===== src/rtl/can_tx_sequencer.sv =====
// can_tx_sequencer: round-robin share of one Canakari CAN node between N_BUS requesters.
// Optional WAIT_DONE timeout abort: define CAN_TX_TIMEOUT_EN.
module can_tx_sequencer #(
    parameter int N_BUS       = 32,
    parameter int TIMEOUT_CYC = 4096,
    parameter int TO_W        = 13
) (
    input  logic             clock,
    input  logic             rst,
    input  logic [N_BUS-1:0] tx_req,
    input  logic [75:0]      tx_msg,
    input  logic             tx_done_irq,
    output logic [4:0]       grant_sel,
    output logic [4:0]       data_tra_select,
    output logic [75:0]      data_tra_mes,
    output logic [4:0]       can_addr,
    output logic             can_write,
    output logic             busy,
    output logic [N_BUS-1:0] tx_ack,
    output logic [N_BUS-1:0] tx_err
);

    typedef enum logic [2:0] {
        S_IDLE,
        S_LATCH,
        S_WR,
        S_GAP,
        S_WAIT,
        S_DONE,
        S_ERR
    } state_t;

    state_t           state_q;
    state_t           state_d;
    logic [2:0]       wr_idx_q;
    logic [2:0]       wr_idx_d;
    logic [4:0]       rr_ptr;
    logic [4:0]       cand;
    logic [4:0]       win_idx;
    logic             win_vld;
    logic             expire;
    logic [4:0]       can_addr_d;
    logic             can_write_d;
    logic             busy_d;
    logic [N_BUS-1:0] tx_ack_d;
    logic [N_BUS-1:0] gnt_1h;

    // Register write order: ID, D1-2, D3-4, D5-6, D7-8, TX control
    function automatic logic [4:0] addr_of(input logic [2:0] idx);
        case (idx)
            3'd0:    addr_of = 5'h0C;
            3'd1:    addr_of = 5'h0A;
            3'd2:    addr_of = 5'h09;
            3'd3:    addr_of = 5'h08;
            3'd4:    addr_of = 5'h07;
            default: addr_of = 5'h0D;
        endcase
    endfunction

    // Search upward from the bus after the last winner
    always_comb begin
        win_vld = 1'b0;
        win_idx = '0;
        cand    = '0;
        for (int i = 0; i < N_BUS; i++) begin
            cand = 5'((int'(rr_ptr) + 1 + i) % N_BUS);
            if (!win_vld && tx_req[cand]) begin
                win_vld = 1'b1;
                win_idx = cand;
            end
        end
    end

    assign gnt_1h = {{(N_BUS-1){1'b0}}, 1'b1} << grant_sel;

`ifdef CAN_TX_TIMEOUT_EN
    logic [TO_W-1:0]  to_cnt;
    logic [N_BUS-1:0] tx_err_d;

    always_ff @(posedge clock or negedge rst) begin
        if (!rst) begin
            to_cnt <= '0;
        end else if (state_q != S_WAIT) begin
            to_cnt <= '0;
        end else begin
            to_cnt <= to_cnt + TO_W'(1);
        end
    end

    assign expire   = (to_cnt == TO_W'(TIMEOUT_CYC - 1));
    assign tx_err_d = (state_d == S_ERR) ? gnt_1h : '0;

    always_ff @(posedge clock or negedge rst) begin
        if (!rst) begin
            tx_err <= '0;
        end else begin
            tx_err <= tx_err_d;
        end
    end
`else
    logic [TO_W-1:0] unused_to;
    assign unused_to = TO_W'(TIMEOUT_CYC);
    assign expire    = 1'b0;
    assign tx_err    = '0;
`endif

    always_ff @(posedge clock or negedge rst) begin
        if (!rst) begin
            state_q         <= S_IDLE;
            wr_idx_q        <= '0;
            rr_ptr          <= 5'(N_BUS - 1);
            grant_sel       <= '0;
            data_tra_select <= '0;
            data_tra_mes    <= '0;
            can_addr        <= '0;
            can_write       <= 1'b0;
            busy            <= 1'b0;
            tx_ack          <= '0;
        end else begin
            state_q   <= state_d;
            wr_idx_q  <= wr_idx_d;
            can_addr  <= can_addr_d;
            can_write <= can_write_d;
            busy      <= busy_d;
            tx_ack    <= tx_ack_d;
            if (state_q == S_IDLE && win_vld) begin
                rr_ptr          <= win_idx;
                grant_sel       <= win_idx;
                data_tra_select <= win_idx;
            end
            if (state_q == S_LATCH) begin
                data_tra_mes <= tx_msg;
            end
        end
    end

    always_comb begin
        state_d  = state_q;
        wr_idx_d = wr_idx_q;
        case (state_q)
            S_IDLE: begin
                if (win_vld) state_d = S_LATCH;
            end
            S_LATCH: begin
                state_d  = S_WR;
                wr_idx_d = '0;
            end
            S_WR: begin
                state_d = S_GAP;
            end
            S_GAP: begin
                if (wr_idx_q == 3'd5) begin
                    state_d = S_WAIT;
                end else begin
                    state_d  = S_WR;
                    wr_idx_d = wr_idx_q + 3'd1;
                end
            end
            // done is checked first so it wins over a same-cycle expiry
            S_WAIT: begin
                if (tx_done_irq) state_d = S_DONE;
                else if (expire) state_d = S_ERR;
            end
            default: begin
                state_d = S_IDLE;
            end
        endcase
    end

    always_comb begin
        can_write_d = (state_d == S_WR);
        busy_d      = (state_d != S_IDLE);
        can_addr_d  = '0;
        if (state_d == S_WR || state_d == S_GAP) begin
            can_addr_d = addr_of(wr_idx_d);
        end
        tx_ack_d = (state_d == S_DONE) ? gnt_1h : '0;
    end

endmodule


===== config.mk =====
export PLATFORM = sky130hd
export DESIGN_NAME = can_tx_sequencer
export DESIGN_NICKNAME = d
export VERILOG_FILES = /design/src/rtl/can_tx_sequencer.sv
export SDC_FILE = /design/constraint.sdc
export NUM_CORES = 1
export LEC_CHECK = 0
export BUFFER_PORTS_ARGS = -buffer_cell sky130_fd_sc_hd__buf_2
export CAP_MARGIN = 20
export CORE_MARGIN = 3
export CORE_UTILIZATION = 40
export DETAILED_ROUTE_END_ITERATION = 7
export PLACE_DENSITY = 0.65
export SYNTH_ARGS = -nofsm -noshare
export SYNTH_HDL_FRONTEND = slang
export SYNTH_SLANG_ARGS = --single-unit

===== constraint.sdc =====
create_clock -name clock -period 14 [get_ports clock]
set_input_delay 2.8 -clock clock [delete_from_list [all_inputs] [get_ports clock]]
set_output_delay 2.8 -clock clock [all_outputs]
set_load 0.1 [all_outputs]

Word-level counts from Yosys, hierarchy flattened. Cells that the tools add are included. W data, S select, Z words.

Output and inout port bits: 157. Bits in registers: 131. Bits in latches: 0. Bits of input ports: 111. Memories kept: 0. ROM bits: 0. Memory bits (writable): 0.

$add $sub $neg: 33. Reduce and logical (&&, ||, !) cells: 67. Shift-type cells: 1. Bitwise gates (word level): 0. Equal/unequal tests: 12. Multipliers: 0. Div/mod/pow operators: 0. Magnitude comparators: 32. Muxes and demuxes: 137.

Operators with widths (number): $lt A5 B6 Y1 const B (32); $bmux W1 S5 (32); $mux W5 (32); $add A5 B5 Y5 const B (17); $mux W1 (64); $add A5 B4 Y5 const B (8); $logic_and A1 B1 Y1 (32); $mux W32 (1); $shl A1 B5 Y32 const A (1); $logic_not A1 Y1 (31); $add A5 B3 Y5 const B (4); $pmux W4 S5 (1); $eq A3 B2 Y1 const B (6); $pmux W3 S5 (1); $eq A3 B3 Y1 const B (4); $mux W3 (4); $add A5 B2 Y5 const B (2); $eq A3 B1 Y1 const B (2); $logic_not A3 Y1 (2); $pmux W3 S2 (1); $add A5 B1 Y5 const B (1); $mux W4 (1); $add A3 B1 Y3 const B (1); $reduce_bool A3 Y1 (1); $logic_or A1 B1 Y1 (1).

Logic depth before layout (Yosys ltp). Gate-level depths: netlist of the first run.

Depth after elaboration: 102. Depth in mapped cells: 25. Gate-level depth less buffers: 17.

Worst setup path after synthesis of the first run. Ideal clock, no wire load.

Path type: input to register. Start: input port tx_req[8]. End: register data_tra_select[3]. Setup slack: 7.658 ns. Arrival: 6.222 ns. Stages on the path: 13. Cells stage by stage: mux4_2 -> mux4_2 -> mux2i_4 -> nand2_1 -> or4_1 -> buf_2 -> or4b_1 -> buf_2 -> o22ai_2 -> nor3_1 -> o31ai_2 -> a221oi_2 -> a21o_1.

Word-level cells in the longest chain between the ends: 97. Elaborated cells on any way between the ends: 191. Those cells by class: 128 x mux; 63 x reduce/logical.

RTL lines: start: declaration (line 10) `input logic [N_BUS-1:0] tx_req,`; $bmux W1 S5 (line 67) `if (!win_vld && tx_req[cand]) begin`; $mux W1 (not written as such) (line 67); $mux W1 (line 67); $logic_not A1 Y1 (line 67); $logic_and A1 B1 Y1 (line 67); $mux W1 (line 67); $logic_not A1 Y1 (line 67); $logic_and A1 B1 Y1 (line 67); [81 not listed]; $mux W1 (line 67); $logic_not A1 Y1 (line 67); $logic_and A1 B1 Y1 (line 67); $mux W1 (line 67); $logic_not A1 Y1 (line 67); $logic_and A1 B1 Y1 (line 67); $mux W1 (line 67); $logic_and A1 B1 Y1 (line 126) `if (state_q == S_IDLE && win_vld) begin`; end signal: assignment (line 129) `data_tra_select <= win_idx;`; end: declaration (line 14) `output logic [4:0] data_tra_select,`.

Several ways; a longest one is shown, not always the timed one. The select of a mux whose other input is x is not followed. A chain may end at the register's enable or synchronous reset.

Worst setup path in the final report of the first run.
Start: register rr_ptr[0]. End: register data_tra_select[4].

Word-level cells in the longest chain between the ends: 98. Elaborated cells on any way between the ends: 223. Those cells by class: 32 x add/sub; 128 x mux; 63 x reduce/logical.

RTL lines: start: declaration (line 37) `logic [4:0] rr_ptr;`; start signal: assignment (line 111) `rr_ptr <= 5'(N_BUS - 1);`; start signal: assignment (line 127) `rr_ptr <= win_idx;`; $add A5 B1 Y5 * (line 66) `cand = 5'((int'(rr_ptr) + 1 + i) % N_BUS);`; branches (longest 97 deep; another with $add A5 B2 Y5).

Every way passes the cells marked *. The select of a mux whose other input is x is not followed.

==> flow_summary.yaml, run 1 <==
status:
  status: "finished clean"
worst_setup_path:
  arrival_ps: 8030
  required_ps: 14330
  crit_start: "rr_ptr[0]$_DFFE_PN1P_"
  cp_max_fo: 59
  cpPeakStageDelay_ps: 830
  rr_startpoint: "rr_ptr[0]$_DFFE_PN1P_"
  path_cells: "buf_4 -> nand3_2 -> xnor2_4 -> ha_1 -> a21bo_2 -> a31oi_1 -> xnor2_1 -> mux4_2 -> o221ai_2 -> nand2_1 -> nor4_1 -> nand4_1 -> o31ai_4 -> a211o_1 -> a21oi_1 -> nor4b_1 -> nor2_1"
  path_class: "register to register"
  crit_slowest_cell: "o31ai_4"
  crit_path_end_kind: "register"
  critPathLaunchType: "register"
die:
  dieHeight_um: 175
  start_util: 0.409
  core-area_um2: 28000
  rows: 61
  ioPinCount: 268
  fp.dieArea_um2: 30700
  die_w_um: 175
yosys:
  yosys.area_share.simple: 0.174
  synthCells: 1222
  ys.flop_type: "dfrtp_1"
  ys_seq_area_frac: 0.285
  synth_area_per_cell_um2: 9.37
  synthXorXnorAreaFrac: 0.0333
  synthAdderAreaFrac: 0.00983
  synth_compound_area_frac: 0.178
  synth_edf_count: 0
  yosys_warnings: 0
  mappedNetlistArea_um2: 11500
  ys_ff_latch: 130
  synth.distinct_cells: 104
  async_flop_share: 1.00
  synthTopCellsByArea: "dfrtp_1, mux2_2, mux4_2, mux2i_1, nand2_1"
  yosysTopAreaCell: "dfrtp_1"
  synth_top_family_by_area: "multiplexers"
  synthMuxAreaShare: 0.251
  synth.top_cell.area_share: 0.273
grt:
  first_global_vias: 10300
  antenna_found_initial: 0
  grt_pass1_wl_um: 60900
  grt_max_degree: 84
  grt_use_total: 0.256
  grt_overflow_total: 0
cts:
  cts_max_level: 4
  root_buffer: "clkbuf_16"
  cts_resized: 0
  clk_pin_slew_ps: 60
  cts_setup_buffers: 0
  clock_latency_ps: 400
  hold_buffers: 0
  clock-sinks: 130
  tritoncts: "yes"
  cts_buffers: 17
  ctsLongestPathBuffers: 2
timing:
  finalSetupTns_ps: 0
  max_freq_mhz: 130
  min_period_ps: 7710
  final.setup_skew_ps: 10.6
  relSlewSlack: 0.296
  period_share: 0.551
  hold_violations: 0
  rsz0062_at_grt: "false"
  timing_worst_slew_pin_value_ps: 1050
  finalSetupViolations: 0
  final_max_slew_viol_count: 0
cells_and_area:
  n_fill_cell: 2677
  most-common-layout-cells: "buf_2, nand2_1, dfrtp_1, mux2_2, nor2_1"
  diodes: 0
  layout.nets: 1531
  layout_commonest_cell: "buf_2"
  syn_to_final_growth_pct: 15.7
  layout-drive-gt1-share: 0.338
drt:
  drc: 0
  ant_nets: 0
  dr.pass1.iters: 5
  drtIter0Drc: 955
  vias: 10800
  wl_per_cell_um: 22.5
  vias_per_cell: 6.01
  drt-total-wl_um: 40600
run:
  maxCapViolations: 0
min_path:
  worstHoldStart: "data_tra_mes[2]$_DFFE_PN0P_"
  worstHoldPathType: "register to register"
placed_design:
  numPortBuffers: 234
  place.gp.congestion: 1.02
  detailed_place_hpwl_um: 31100
## registers in the layout (all words and copies together), names as in the netlist
register         count
can_addr             4
wr_idx_q             3
data_tra_mes        76
rr_ptr               5
state_q              3
can_write            1
tx_ack              32
busy                 1
data_tra_select      5
## synthesized netlist by cell type (all sizes together) (12+ instances only)
| cell | number |
|---|---|
| nand3 | 25 |
| dfrtp | 125 |
| nand2b | 15 |
| o211ai | 18 |
| mux2i | 75 |
| mux4 | 37 |
| clkbuf | 40 |
| nor3 | 29 |
| xnor2 | 21 |
| mux2 | 112 |
| a21o | 16 |
| nor2 | 104 |
| a211oi | 15 |
| inv | 20 |
| nand2 | 133 |
| a31oi | 14 |
| o21ai | 55 |
| nor2b | 12 |
| or2 | 14 |
| a21oi | 52 |
| buf | 73 |
| and2 | 12 |
## stage by stage
step | instances | utilization | setup WS, ps | hold slack [ps] | instance area [µm²]
final | 1802 | 0.473 | 6290 | 499 | 13300
after global routing | 1802 | 0.473 | 5820 | 510 | 13300
after CTS | 1801 | 0.472 | 6470 | 502 | 13200
after detailed placement | 1769 | 0.452 | 6340 | 489 | 12700
after global placement | 1769 | 0.452 | 6490 | 483 | 12700
after floorplan | 1254 | - | 7660 | 535 | 11600
## worst max-delay path: cells and delay by family (launching register included)
kind            cells  cell delay [ps]
buf+inv             1              680
mux                 1              410
compound gates      6             2140
flops               1              770
xor+xnor            2              720
simple gates        6             2410
fa+ha+maj           1              470
## logic make-up after synthesis
| family | after synthesis |
|---|---|
| simple gates | 403 |
| compound gates | 286 |
| mux | 224 |
| buf+inv | 135 |
| flops | 130 |
| xor+xnor | 34 |
| fa+ha+maj | 9 |
| other cells | 1 |
## per-layer routing
| metal | global-route usage | vias up | wire length [µm] |
|---|---|---|---|
| met3 | 0.0580 | 111 | 3910 |
| met4 | 0.118 | 0 | 1810 |
| li1 | - | 4883 | - |
| met1 | 0.323 | 5207 | 16000 |
| met5 | 0 | - | 0 |
| met2 | 0.416 | 635 | 18900 |
## path summary, 6_finish.rpt
check | end | slack, ps | depth (start not counted)
setup / recovery | data_tra_select[4]$_DFFE_PN0P_ | 6290 | 17
hold / removal | data_tra_mes[2]$_DFFE_PN0P_ | 500 | 1
setup reg to reg | data_tra_select[4]$_DFFE_PN0P_ | 6290 | 17
hold reg to reg | data_tra_mes[2]$_DFFE_PN0P_ | 500 | 1
max in group asynchronous | tx_ack[14]$_DFF_PN0_ | 10780 | 3
min in group asynchronous | data_tra_mes[10]$_DFFE_PN0P_ | 2310 | 1
## area by class of cell
| class | count | area, µm² | area share |
|---|---|---|---|
| inverter | 22 | 82.6 | 0.00623 |
| clock inverter | 13 | 124 | 0.00934 |
| tap | 378 | 473 | 0.0357 |
| sequential | 130 | 3260 | 0.246 |
| multi-input combinational | 989 | 7550 | 0.570 |
| clock buffer | 19 | 443 | 0.0334 |
| timing repair buffer | 251 | 1330 | 0.0999 |
Power of run 1 is left out: the tool's default activity adds up to more than one toggle a clock period on the data nets, which glitch-free logic cannot reach.
==> run 2: changes to the inputs <==
PLACE_DENSITY = 0.68   (was 0.65)
clock period = 6.4 ns   (was 14 ns; I/O delays follow)
==> flow_summary.yaml, run 2 (same netlist as run 1, synthesis figures left out) <==
cells_and_area:
  largest_reg_flops: 76
  utilization: 0.485
  layout.nets: 1562
  layout-drive-gt1-share: 0.353
  layout_commonest_cell: "buf_2"
  top_regs: "data_tra_mes x76, tx_ack x32"
  syn_to_final_growth_pct: 18.5
  most-common-layout-cells: "buf_2, nand2_1, dfrtp_1, mux2_2, nor2_1"
  regMostFlops: "data_tra_mes"
cts:
  clock-sinks: 130
  cts_max_level: 4
  cts_resized: 0
  cts_setup_buffers: 0
  hold_buffers: 0
  ctsLongestPathBuffers: 2
  root_buffer: "clkbuf_16"
  clock_latency_ps: 410
  clk_pin_slew_ps: 60
  tritoncts: "yes"
  cts_buffers: 17
worst_setup_path:
  critPathLaunchType: "register"
  path_class: "register to register"
  ff2ff_path_depth: 17
  worstReg2RegEnd: "rr_ptr[1]$_DFFE_PN1P_"
  arrival_ps: 6290
  crit_start: "rr_ptr[0]$_DFFE_PN1P_"
  crit_path_end_kind: "register"
  required_ps: 6710
  rr_startpoint: "rr_ptr[0]$_DFFE_PN1P_"
  r2r_slack_ps: 430
  cp_max_fo: 37
die:
  start_util: 0.409
  ioPinCount: 268
  core-area_um2: 28000
  rows: 61
  dieHeight_um: 175
  fp.dieArea_um2: 30700
  die_w_um: 175
grt:
  first_global_vias: 10800
  antenna_found_initial: 3
  grt_max_degree: 77
  grt_pass1_wl_um: 64900
  grt_overflow_total: 0
  grt_use_total: 0.274
timing:
  final_max_slew_viol_count: 0
  min_period_ps: 5970
  period_share: 0.933
  worst_slack_ps: 427
  whs_ps: 501
  max_freq_mhz: 167
  rsz0062_at_grt: "false"
  timing_worst_slew_pin_value_ps: 928
  hold_violations: 0
  finalSetupViolations: 0
  finalSetupTns_ps: 0
  final.setup_skew_ps: 10.7
  relSlewSlack: 0.365
min_path:
  worstHoldPathCells: 1
  worstHoldStart: "data_tra_mes[22]$_DFFE_PN0P_"
  hold_end: "data_tra_mes[22]$_DFFE_PN0P_"
  worstHoldPathType: "register to register"
drt:
  dr.pass1.iters: 5
  vias_per_cell: 6.06
  vias: 11100
  drt-total-wl_um: 43700
  drc: 0
  ant_nets: 0
  drtIter0Drc: 1158
  wl_per_cell_um: 23.8
placed_design:
  detailed_place_hpwl_um: 34300
  place.gp.congestion: 1.09
  place_ws_ps: 607
  numPortBuffers: 234
status:
  status: "finished clean"
run:
  maxCapViolations: 0
## run 2: cell count changes in the layout (fill, tap and decap cells not counted), sizes merged
| cell | previous run | this run |
|---|---|---|
| buf | 251 | 282 |
| bufinv | 1 | 5 |
| clkinvlp | 3 | 0 |
| diode | 0 | 3 |
| clkbuf | 19 | 17 |
| inv | 25 | 27 |
| clkinv | 6 | 5 |
## run 2: metrics by stage
step	instances	area, µm²
after floorplan	1254	11600
after global placement	1801	12900
after detailed placement	1801	12900
after CTS	1833	13600
after global routing	1836	13600
final	1836	13600
## run 2: worst max-delay path, cell delays in order (launching register included)
cell	delay, ps
dfstp_2	780
inv_2	100
ha_4	570
buf_4	400
inv_1	110
xnor2_1	600
nand2_1	160
mux2_2	380
a21oi_1	610
or2_2	310
o41ai_1	110
a221oi_1	340
a31oi_1	100
o311ai_0	510
buf_4	200
a21oi_1	90
o21ai_0	340
nand2_1	130
## run 2: worst max-delay path by stage
stage	endpoint	depth (start not counted)
finish	rr_ptr[1]$_DFFE_PN1P_	17
global route	rr_ptr[4]$_DFFE_PN1P_	17
CTS	data_tra_select[3]$_DFFE_PN0P_	13
detailed placement	data_tra_select[3]$_DFFE_PN0P_	14
global placement	rr_ptr[1]$_DFFE_PN1P_	17
floorplan	data_tra_select[3]$_DFFE_PN0P_	23
## run 2: layout make-up
type                            instances  area [µm²]
Antenna cell                            3        7.51
Clock buffer                           17         425
Clock inverter                         15         243
Fill cell                            2672       14400
Inverter                               22        82.6
Multi-Input combinational cell        989        7550
Sequential cell                       130        3260
Tap cell                              378         473
Timing Repair Buffer                  282        1540
## run 2: routing by layer
metal | vias to the layer above | global-route usage | wire [µm]
met4 | 0 | 0.123 | 1940
met3 | 113 | 0.0472 | 4050
li1 | 4949 | - | -
met2 | 688 | 0.455 | 20600
met5 | - | 0 | 0
met1 | 5384 | 0.349 | 17200
Power of run 2 is left out for the same reason.
